## src/rtl/mux41_arb_pkg.sv

```systemverilog
// mux41_arb_pkg: shared state encodings, sizes and helpers for the 4-way mux arbiter
package mux41_arb_pkg;
  localparam int NUM_REQ = 4;
  localparam int SEL_W = 2;
  typedef enum logic [1:0] {
    ST_IDLE  = 2'd0,
    ST_GRANT = 2'd1,
    ST_GAP   = 2'd2
  } state_t;
  function automatic logic [NUM_REQ-1:0] onehot(input logic [SEL_W-1:0] i);
    return NUM_REQ'(1) << i;
  endfunction
endpackage

```

## src/rtl/rr_pick4.sv

```systemverilog
// rr_pick4: combinational rotating priority encoder, first set req bit at or after ptr
module rr_pick4
  import mux41_arb_pkg::*;
(
  input  logic [NUM_REQ-1:0] req,
  input  logic [SEL_W-1:0]   ptr,
  output logic               valid,
  output logic [SEL_W-1:0]   idx
);
  always_comb begin
    valid = |req;
    idx = ptr;
    // descending scan so the lowest rotated offset wins
    for (int i = NUM_REQ - 1; i >= 0; i--)
      if (req[ptr + SEL_W'(i)]) idx = ptr + SEL_W'(i);
  end
endmodule

```

## src/rtl/mux41_rr_arb.sv

```systemverilog
// mux41_rr_arb: round-robin break-before-make arbiter driving a 4:1 enabled mux
// Define MUX41_ARB_TIMEOUT_EN to force release after MAX_HOLD cycles of ownership.
module mux41_rr_arb
  import mux41_arb_pkg::*;
#(
  parameter int MAX_HOLD = 16,
  parameter int CNT_W = 5
) (
  input  logic               clk,
  input  logic               rst_n,
  input  logic [NUM_REQ-1:0] req,
  output logic [NUM_REQ-1:0] gnt,
  output logic [SEL_W-1:0]   sel,
  output logic               en,
  output logic               busy
);
  state_t state_q, state_d;
  logic [SEL_W-1:0] ptr_q, ptr_d, sel_q, sel_d, pidx;
  logic [NUM_REQ-1:0] gnt_q, gnt_d;
  logic pvalid, rel;
  if (MAX_HOLD < 1 || MAX_HOLD > (1 << CNT_W) - 1) begin : g_bad_hold
    $error("MAX_HOLD out of range for CNT_W");
  end
  rr_pick4 u_pick (
    .req  (req),
    .ptr  (ptr_q),
    .valid(pvalid),
    .idx  (pidx)
  );
`ifdef MUX41_ARB_TIMEOUT_EN
  logic [CNT_W-1:0] cnt_q, cnt_d;
  assign rel = ~req[sel_q] | (cnt_q == CNT_W'(MAX_HOLD));
  always_comb
    cnt_d = (state_q == ST_IDLE)  ? (pvalid ? CNT_W'(1) : cnt_q) :
            (state_q == ST_GRANT) ? cnt_q + CNT_W'(1) : cnt_q;
  always_ff @(posedge clk or negedge rst_n)
    if (!rst_n) cnt_q <= '0;
    else cnt_q <= cnt_d;
`else
  assign rel = ~req[sel_q];
`endif
  always_comb begin
    state_d = state_q;
    ptr_d = ptr_q;
    sel_d = sel_q;
    gnt_d = gnt_q;
    case (state_q)
      ST_IDLE:
        if (pvalid) begin
          state_d = ST_GRANT;
          sel_d = pidx;
          gnt_d = onehot(pidx);
        end
      ST_GRANT:
        if (rel) begin
          state_d = ST_GAP;
          ptr_d = sel_q + SEL_W'(1);
          gnt_d = '0;
        end
      ST_GAP: state_d = ST_IDLE;
      default: begin
        state_d = ST_IDLE;
        gnt_d = '0;
      end
    endcase
  end
  always_ff @(posedge clk or negedge rst_n)
    if (!rst_n) begin
      state_q <= ST_IDLE;
      ptr_q <= '0;
      sel_q <= '0;
      gnt_q <= '0;
    end else begin
      state_q <= state_d;
      ptr_q <= ptr_d;
      sel_q <= sel_d;
      gnt_q <= gnt_d;
    end
  assign gnt = gnt_q;
  assign sel = sel_q;
  assign en = |gnt_q;
  assign busy = (state_q == ST_GRANT);
endmodule
```

## config.mk

```make
export PLATFORM = sky130hd
export DESIGN_NAME = mux41_rr_arb
export DESIGN_NICKNAME = d
export VERILOG_FILES = /design/src/rtl/mux41_arb_pkg.sv /design/src/rtl/rr_pick4.sv /design/src/rtl/mux41_rr_arb.sv
export SDC_FILE = /design/constraint.sdc
export NUM_CORES = 1
export LEC_CHECK = 0
export ABC_CLOCK_PERIOD_IN_PS = 1600
export CAP_MARGIN = 10
export CORE_MARGIN = 2
export CORE_UTILIZATION = 30
export CTS_CLUSTER_SIZE = 24
export DETAILED_ROUTE_END_ITERATION = 16
export GPL_ROUTABILITY_DRIVEN = 1
export RECOVER_POWER = 100
export SLEW_MARGIN = 20
export SYNTH_ARGS = -nofsm -noshare
export SYNTH_HDL_FRONTEND = slang
export SYNTH_SLANG_ARGS = --single-unit
```

## constraint.sdc

```tcl
create_clock -name clk -period 1.6 [get_ports clk]
set_input_delay 0.32 -clock clk [delete_from_list [all_inputs] [get_ports clk]]
set_output_delay 0.32 -clock clk [all_outputs]
set_load 0.05 [all_outputs]
```

# Word level (Yosys, flattened, before mapping)
# Index checks and enable logic that the tools add are counted.
# totals
reg_bits,10
in_bits,6
out_inout_bits,8
# classes
add_sub_neg,4
order_cmp,5
n_eq_ne,4
shifts,1
n_mux,20
n_bitwise,2
reduce_logical,7
# ops
operator,count
2-bit by 3-bit less-than comparator with 1-bit output (second input constant),5
2-bit 2-to-1 mux,6
4-bit case mux with 3 select lines,1
1-bit binary-select mux with 2-bit select,5
4-bit 2-to-1 mux,2
4-bit OR reduction,2
2-bit AND reduction,3
1-bit 2-to-1 mux,5
2-bit by 1-bit adder with 2-bit output (second input constant),2
2-bit adder (second input constant),2
2-bit != test (second input constant),2
2-bit case mux with 2 select lines,1
1-bit by 2-bit left shift with 4-bit output (first input constant),1
3-bit AND reduction,1
2-bit by 1-bit == test with 1-bit output (second input constant),1
2-bit == test (second input constant),1
2-bit logical NOT,1
1-bit NOT,2

# Logic depth before layout (Yosys ltp)
# logic_depth
depth_word,10
mapped_depth,4

# Cells and area by module
# A second synthesis with hierarchy kept.
# unflattened
hier_cells,64
area_unflattened_um2,643.1
# by_module_without_submodules
module,instances,cells_each,area_each_um2,seq_area_each_um2
mux41_rr_arb,1,48,543.0,250.2
rr_pick4,1,16,100.1,0.0

# Worst setup path after synthesis
# Ideal clock, no wire load.
# synth_timing
kind,register to register
startpoint,reg sel_q[0] (netlist: sel[0])
endpoint,reg gnt_q[2] (netlist: gnt[2])
setup_time_ns,0.121
t_arrival_ns,1.761
path_slack_ns,-0.282
stages_incl_launch_ff,5
period_less_slack_ns,1.882
path_cell_list,dfrtp_1 > mux4_1 > nand2_1 > o21ai_1 > a22o_1
# synth_between
elab_chain_cells,4
# synth_rtl
element,line,text
from (decl),mux41_rr_arb.sv:18,"logic [SEL_W-1:0] ptr_q, ptr_d, sel_q, sel_d, pidx;"
from (signal assigned),mux41_rr_arb.sv:76,sel_q <= sel_d;
1-bit binary-select mux with 2-bit select,mux41_rr_arb.sv:40,assign rel = ~req[sel_q];
1-bit 2-to-1 mux (implied by the code),mux41_rr_arb.sv:40,
2-bit != test (no source line),n/a,
3-bit AND reduction (no source line),n/a,
to (signal assigned),mux41_rr_arb.sv:77,gnt_q <= gnt_d;
to (decl),mux41_rr_arb.sv:19,"logic [NUM_REQ-1:0] gnt_q, gnt_d;"
# Every way passes these cells. The select of a mux whose other input is x is not followed.
# A chain may end at the register's enable or synchronous reset.

# Final worst setup path
# layout_timing
startpoint,reg gnt_q[1] (netlist: gnt[1])
endpoint,out en
# layout_between
elab_chain_cells,1
# layout_rtl
element,line,text
4-bit OR reduction,mux41_rr_arb.sv:81,assign en = |gnt_q;
to (decl),mux41_rr_arb.sv:14,"output logic en,"
# Every way passes these cells.

==> results.md <==
Layout:
- The antenna cell count is 0.
- After filler insertion, the fill cell instance count of the layout stands at 151.
- Summing all multi-input logic gate instances after layout gives 285.3 um2.
- Summing all flip-flop and latch instances after layout gives 251.5 um2.
- The share of layout cells above drive strength 1 is 0.4079.
- The number of nets in the final layout is 83.
- The synthesis-to-finish area growth is 63.66%.

Status:
- The flow ran to the end, but the final reports show violations.
- The final reports fail on setup timing.

STA:
- The worst path in the final design needs a cycle of 1665 ps, including I/O delays and setup.
- The pin slew with the least headroom to its limit is 495.2 ps.
- Setup repair after global routing could not meet its margin everywhere.
- The final worst-path setup slack is -64.69 ps.
- The final period utilization is 1.040.
- Based on the critical path, the design can be clocked at up to 600.7 MHz.
- The final worst clock skew is 3.422 ps.
- The number of hold-slack violations in the final timing report is 0.
- The count of endpoints failing setup in the final report is 1.
- The final count of pins violating max slew was 0.
- The worst slew slack as a fraction of its limit is 0.6693.

Setup path:
- The critical path is of the flip-flop to output pin type.
- Counting cells, the worst reg-to-reg path comes to 4.
- The startpoint of the most critical register-to-register path is sel[0]$_DFFE_PN0P_.
- In this run the critical register-to-register path is captured at ptr_q[0]$_DFFE_PN0P_.
- For flop-to-flop paths, the worst setup slack is 170 ps.
- Data on the critical path is required at its endpoint by 1280 ps.
- The data arrival at the endpoint of the critical path is 1340 ps.
- The critical path endpoint is en.
- The startpoint kind of the worst setup timing path is a flip-flop.
- The most critical setup path has its startpoint at gnt[1]$_DFFE_PN0P_.
- Of all nets on the critical path, the largest fanout is 2.
- The kind of end point of the critical path is an output pin.

Synthesis:
- The number of synthesized register bits is 10.
- Counting every instance in the synthesized netlist gives 49.
- The share of the synthesized area in compound gates (AO/OA/AOI/OAI) is 0.2280.
- The number of library cell types mapped by synthesis is 25.
- The area share of fa/ha/maj cells after synthesis is 0.
- The post-synthesis cell area is 526.8 um2.
- The multiplexer area fraction after synthesis is 0.04988.
- The xor/xnor share of the synthesized area is 0.01663.
- The area share of the largest cell type after synthesis is 0.4751.
- Of the total synthesized cell area, the portion taken by AND, OR, NAND and NOR gates is 0.2233.
- Of the synthesized area, sequential elements account for 0.4751.
- The dominant combinational cell family by area after synthesis is compound AO/OA/AOI/OAI gates.
- The number of warnings printed during yosys synthesis is 0.
- The dominant cell type by area after synthesis is sky130_fd_sc_hd__dfrtp_1.
- The synthesized netlist net count is 55.
- Ranked by total cell area, the synthesized netlist is headed by sky130_fd_sc_hd__dfrtp_1, sky130_fd_sc_hd__mux4_1, sky130_fd_sc_hd__o21ai_0.
- The mean instance size in the synthesized netlist is 10.75 um2.

Placement:
- The HPWL after detailed placement is 968 um.
- Prior to clock tree synthesis, the placed netlist has a worst setup slack of -366.4 ps.
- The final weighted congestion in routability-driven placement is 0.7157.
- The quantity of I/O buffers inserted on ports is 13.

Drt:
- For this block, the initial DRC count from the detailed router was 5.
- The first detailed-routing pass ran for 2 iterations.
- Summing over every cut layer, the via total after detailed routing is 488.
- Summed over all layers, the routed wires come to 1.251 mm.
- The detail-routed via count per cell is 5.247.
- The number of antenna-violating nets in the routed design is 0.
- In the final routed layout, each cell accounts on average for 13.45 um.
- The total DRC errors in the routed layout is 0.

Floorplanning:
- In this run the core area contains 15 standard-cell rows.
- The floorplan step defined a core boundary enclosing 1689 um2.
- The overall die area is 2107 um2.
- The total I/O pin count is 14.
- The initial core utilization is 0.3119.
- The die width is 45.90 um.
- The die is 45.90 um tall.

Global route:
- The number of global-route vias before repair was 452.
- The number of antenna violations at the first check in global routing was 0.
- Entering global routing, the biggest net connects 11 pins.
- In the global route stage, overall resource usage came out at 0.1366.
- The first global-routing pass estimated 1.980 mm of wire.
- For this run the aggregate overflow at the end of global routing stands at 0.

Clock tree:
- Hold repair after CTS inserted 0 buffers.
- The clock-pin slew on the worst setup and hold paths is 70 ps.
- The CTS tree is yes.
- The tree is rooted in a sky130_fd_sc_hd__clkbuf_4.
- The level count of the clock H-tree is 1.
- Clock latency on the worst-skew pair, taken at its later pin, is 260 ps.
- The maximum count of clock buffers along a single path is 2.
- The number of buffers added by the clock tree synthesis step is 3.
- The tree built by TritonCTS fans out to 10 sinks.

Power and ir drop:
- The worst ir drop on vdd is 1116 uV.
- The analysis attributes to net switching a power of 993.9 uW.
- The share of power burned in combinational logic is 0.683.
- Of the total power, registers draw 0.216.
- The share of total power dissipated in the clock network is 0.101.
- Power spread over the standard cell area amounts to 2546 nW/um2.
- Summing internal, switching and leakage power gives 2195 uW.
- The switching fraction of total power is 0.4528.
- The internal power consumption is 1201 uW.
- In this run the static leakage power is 0.0004101 uW.

Min path:
- The worst hold-check path type is input port to asynchronous set/reset pin.

Job:
- The tool flagged a number of max-cap violations equal to 0.
-- per-layer routing --
| metal | up-vias | track usage | routed length [um] |
|---|---|---|---|
| met1 | 235 | 0.1740 | 599 |
| met3 | 2 | 0.04762 | 31 |
| li1 | 244 | - | - |
| met2 | 7 | 0.2111 | 611 |
| met4 | 0 | 0.05143 | 8 |
| met5 | - | 0 | 0 |
-- layout by cell type, fill, tap and decap left out, types with 2 or more instances in the layout --
cell / synthesis / final
sky130_fd_sc_hd__dfrtp_1: 10 / 9
sky130_fd_sc_hd__buf_4: 0 / 8
sky130_fd_sc_hd__buf_12: 0 / 6
sky130_fd_sc_hd__nand2_1: 5 / 4
sky130_fd_sc_hd__o21ai_0: 4 / 4
sky130_fd_sc_hd__a21oi_1: 3 / 3
sky130_fd_sc_hd__nor2b_1: 3 / 3
sky130_fd_sc_hd__clkbuf_4: 0 / 3
sky130_fd_sc_hd__dlymetal6s2s_1: 0 / 3
sky130_fd_sc_hd__or4_4: 1 / 2
sky130_fd_sc_hd__nor2_1: 2 / 2
sky130_fd_sc_hd__nor3_1: 2 / 2
sky130_fd_sc_hd__a22o_1: 2 / 2
sky130_fd_sc_hd__o2bb2ai_1: 2 / 2
sky130_fd_sc_hd__dlygate4sd2_1: 0 / 2
sky130_fd_sc_hd__clkbuf_1: 0 / 2
-- kinds of logic after synthesis --
family | after synthesis
XOR/XNOR | 1
AND/OR/NAND/NOR | 20
buffers and inverters | 1
multiplexers | 1
AO/OA/AOI/OAI | 16
flip-flops | 10
-- power groups by stage --
| stage | clock, uW | sequential, uW | combinational (uW) |
|---|---|---|---|
| floorplan | 0 | 732 | 596 |
| global placement | 0 | 511 | 1450 |
| detailed placement | 0 | 513 | 1460 |
| CTS | 232 | 482 | 1570 |
| global route | 244 | 487 | 1590 |
| finish | 222 | 474 | 1500 |
-- through the flow --
step / TNS (ps) / area (um2) / instances / hold WS (ps) / util
floorplan: -37.98 / 536.8 / 49 / 24.41 / -
global placement: -2262 / 808.3 / 86 / 577.0 / 0.4785
detailed placement: -2511 / 808.3 / 86 / 576.4 / 0.4785
CTS: -78.62 / 874.6 / 93 / 384.3 / 0.5178
global route: -99.09 / 862.1 / 93 / 491.7 / 0.5104
finish: -64.69 / 862.1 / 93 / 448.3 / 0.5104
-- state kept, by name, indices dropped and copies added, names as in the netlist --
| register | flops |
|---|---|
| ptr_q | 2 |
| state_q | 2 |
| sel | 2 |
| gnt | 4 |
-- worst max-delay path, stage by stage (launching register included) --
cell                      delay, ps
sky130_fd_sc_hd__dfrtp_1        380
sky130_fd_sc_hd__or4_4          530
sky130_fd_sc_hd__buf_6          170
-- synthesized netlist by cell type --
| library cell | number |
|---|---|
| sky130_fd_sc_hd__o221a_2 | 1 |
| sky130_fd_sc_hd__o21ai_1 | 1 |
| sky130_fd_sc_hd__o2bb2ai_1 | 2 |
| sky130_fd_sc_hd__nand3_1 | 1 |
| sky130_fd_sc_hd__dfrtp_1 | 10 |
| sky130_fd_sc_hd__xor2_1 | 1 |
| sky130_fd_sc_hd__nor4_1 | 1 |
| sky130_fd_sc_hd__and2b_2 | 1 |
| sky130_fd_sc_hd__a21oi_4 | 1 |
| sky130_fd_sc_hd__nand2_1 | 5 |
| sky130_fd_sc_hd__nor2b_2 | 1 |
| sky130_fd_sc_hd__a21oi_1 | 3 |
| sky130_fd_sc_hd__nor2b_1 | 3 |
| sky130_fd_sc_hd__o221ai_1 | 1 |
| sky130_fd_sc_hd__or4_4 | 1 |
| sky130_fd_sc_hd__nor3_1 | 2 |
| sky130_fd_sc_hd__inv_1 | 1 |
| sky130_fd_sc_hd__mux4_1 | 1 |
| sky130_fd_sc_hd__or3_1 | 1 |
| sky130_fd_sc_hd__o21ai_0 | 4 |
| sky130_fd_sc_hd__a21o_2 | 1 |
| sky130_fd_sc_hd__a22o_1 | 2 |
| sky130_fd_sc_hd__nor2_1 | 2 |
| sky130_fd_sc_hd__or4_1 | 1 |
| sky130_fd_sc_hd__and3b_1 | 1 |
-- area by class of cell --
type,count,share of cell area
inverter,1,0.004354
clock buffer,4,0.04209
multi-input combinational,38,0.3309
timing repair buffer,23,0.3062
tap,17,0.02467
sequential,10,0.2917
-- repair_timing --
action | in CTS | in global routing
endpoints found under the setup margin | 7 | 4
gates resized for setup | 4 | 3
setup buffers | 3 | 0
cloned | 0 | 0
pin swaps | 0 | 0
-- how the worst min path moves through the flow --
stage	to	slack, ps	depth (start not counted)	start
5_1_grt	ptr_q[1]$_DFFE_PN0P_	490	1	rst_n
3_5_place_dp	gnt[0]$_DFFE_PN0P_	580	1	gnt[0]$_DFFE_PN0P_
4_1_cts	ptr_q[1]$_DFFE_PN0P_	380	1	rst_n
2_1_floorplan	gnt[0]$_DFFE_PN0P_	20	0	rst_n
3_3_place_gp	gnt[1]$_DFFE_PN0P_	580	1	gnt[1]$_DFFE_PN0P_
6_report	ptr_q[1]$_DFFE_PN0P_	450	1	rst_n
Power figures use the tool's default switching activity.
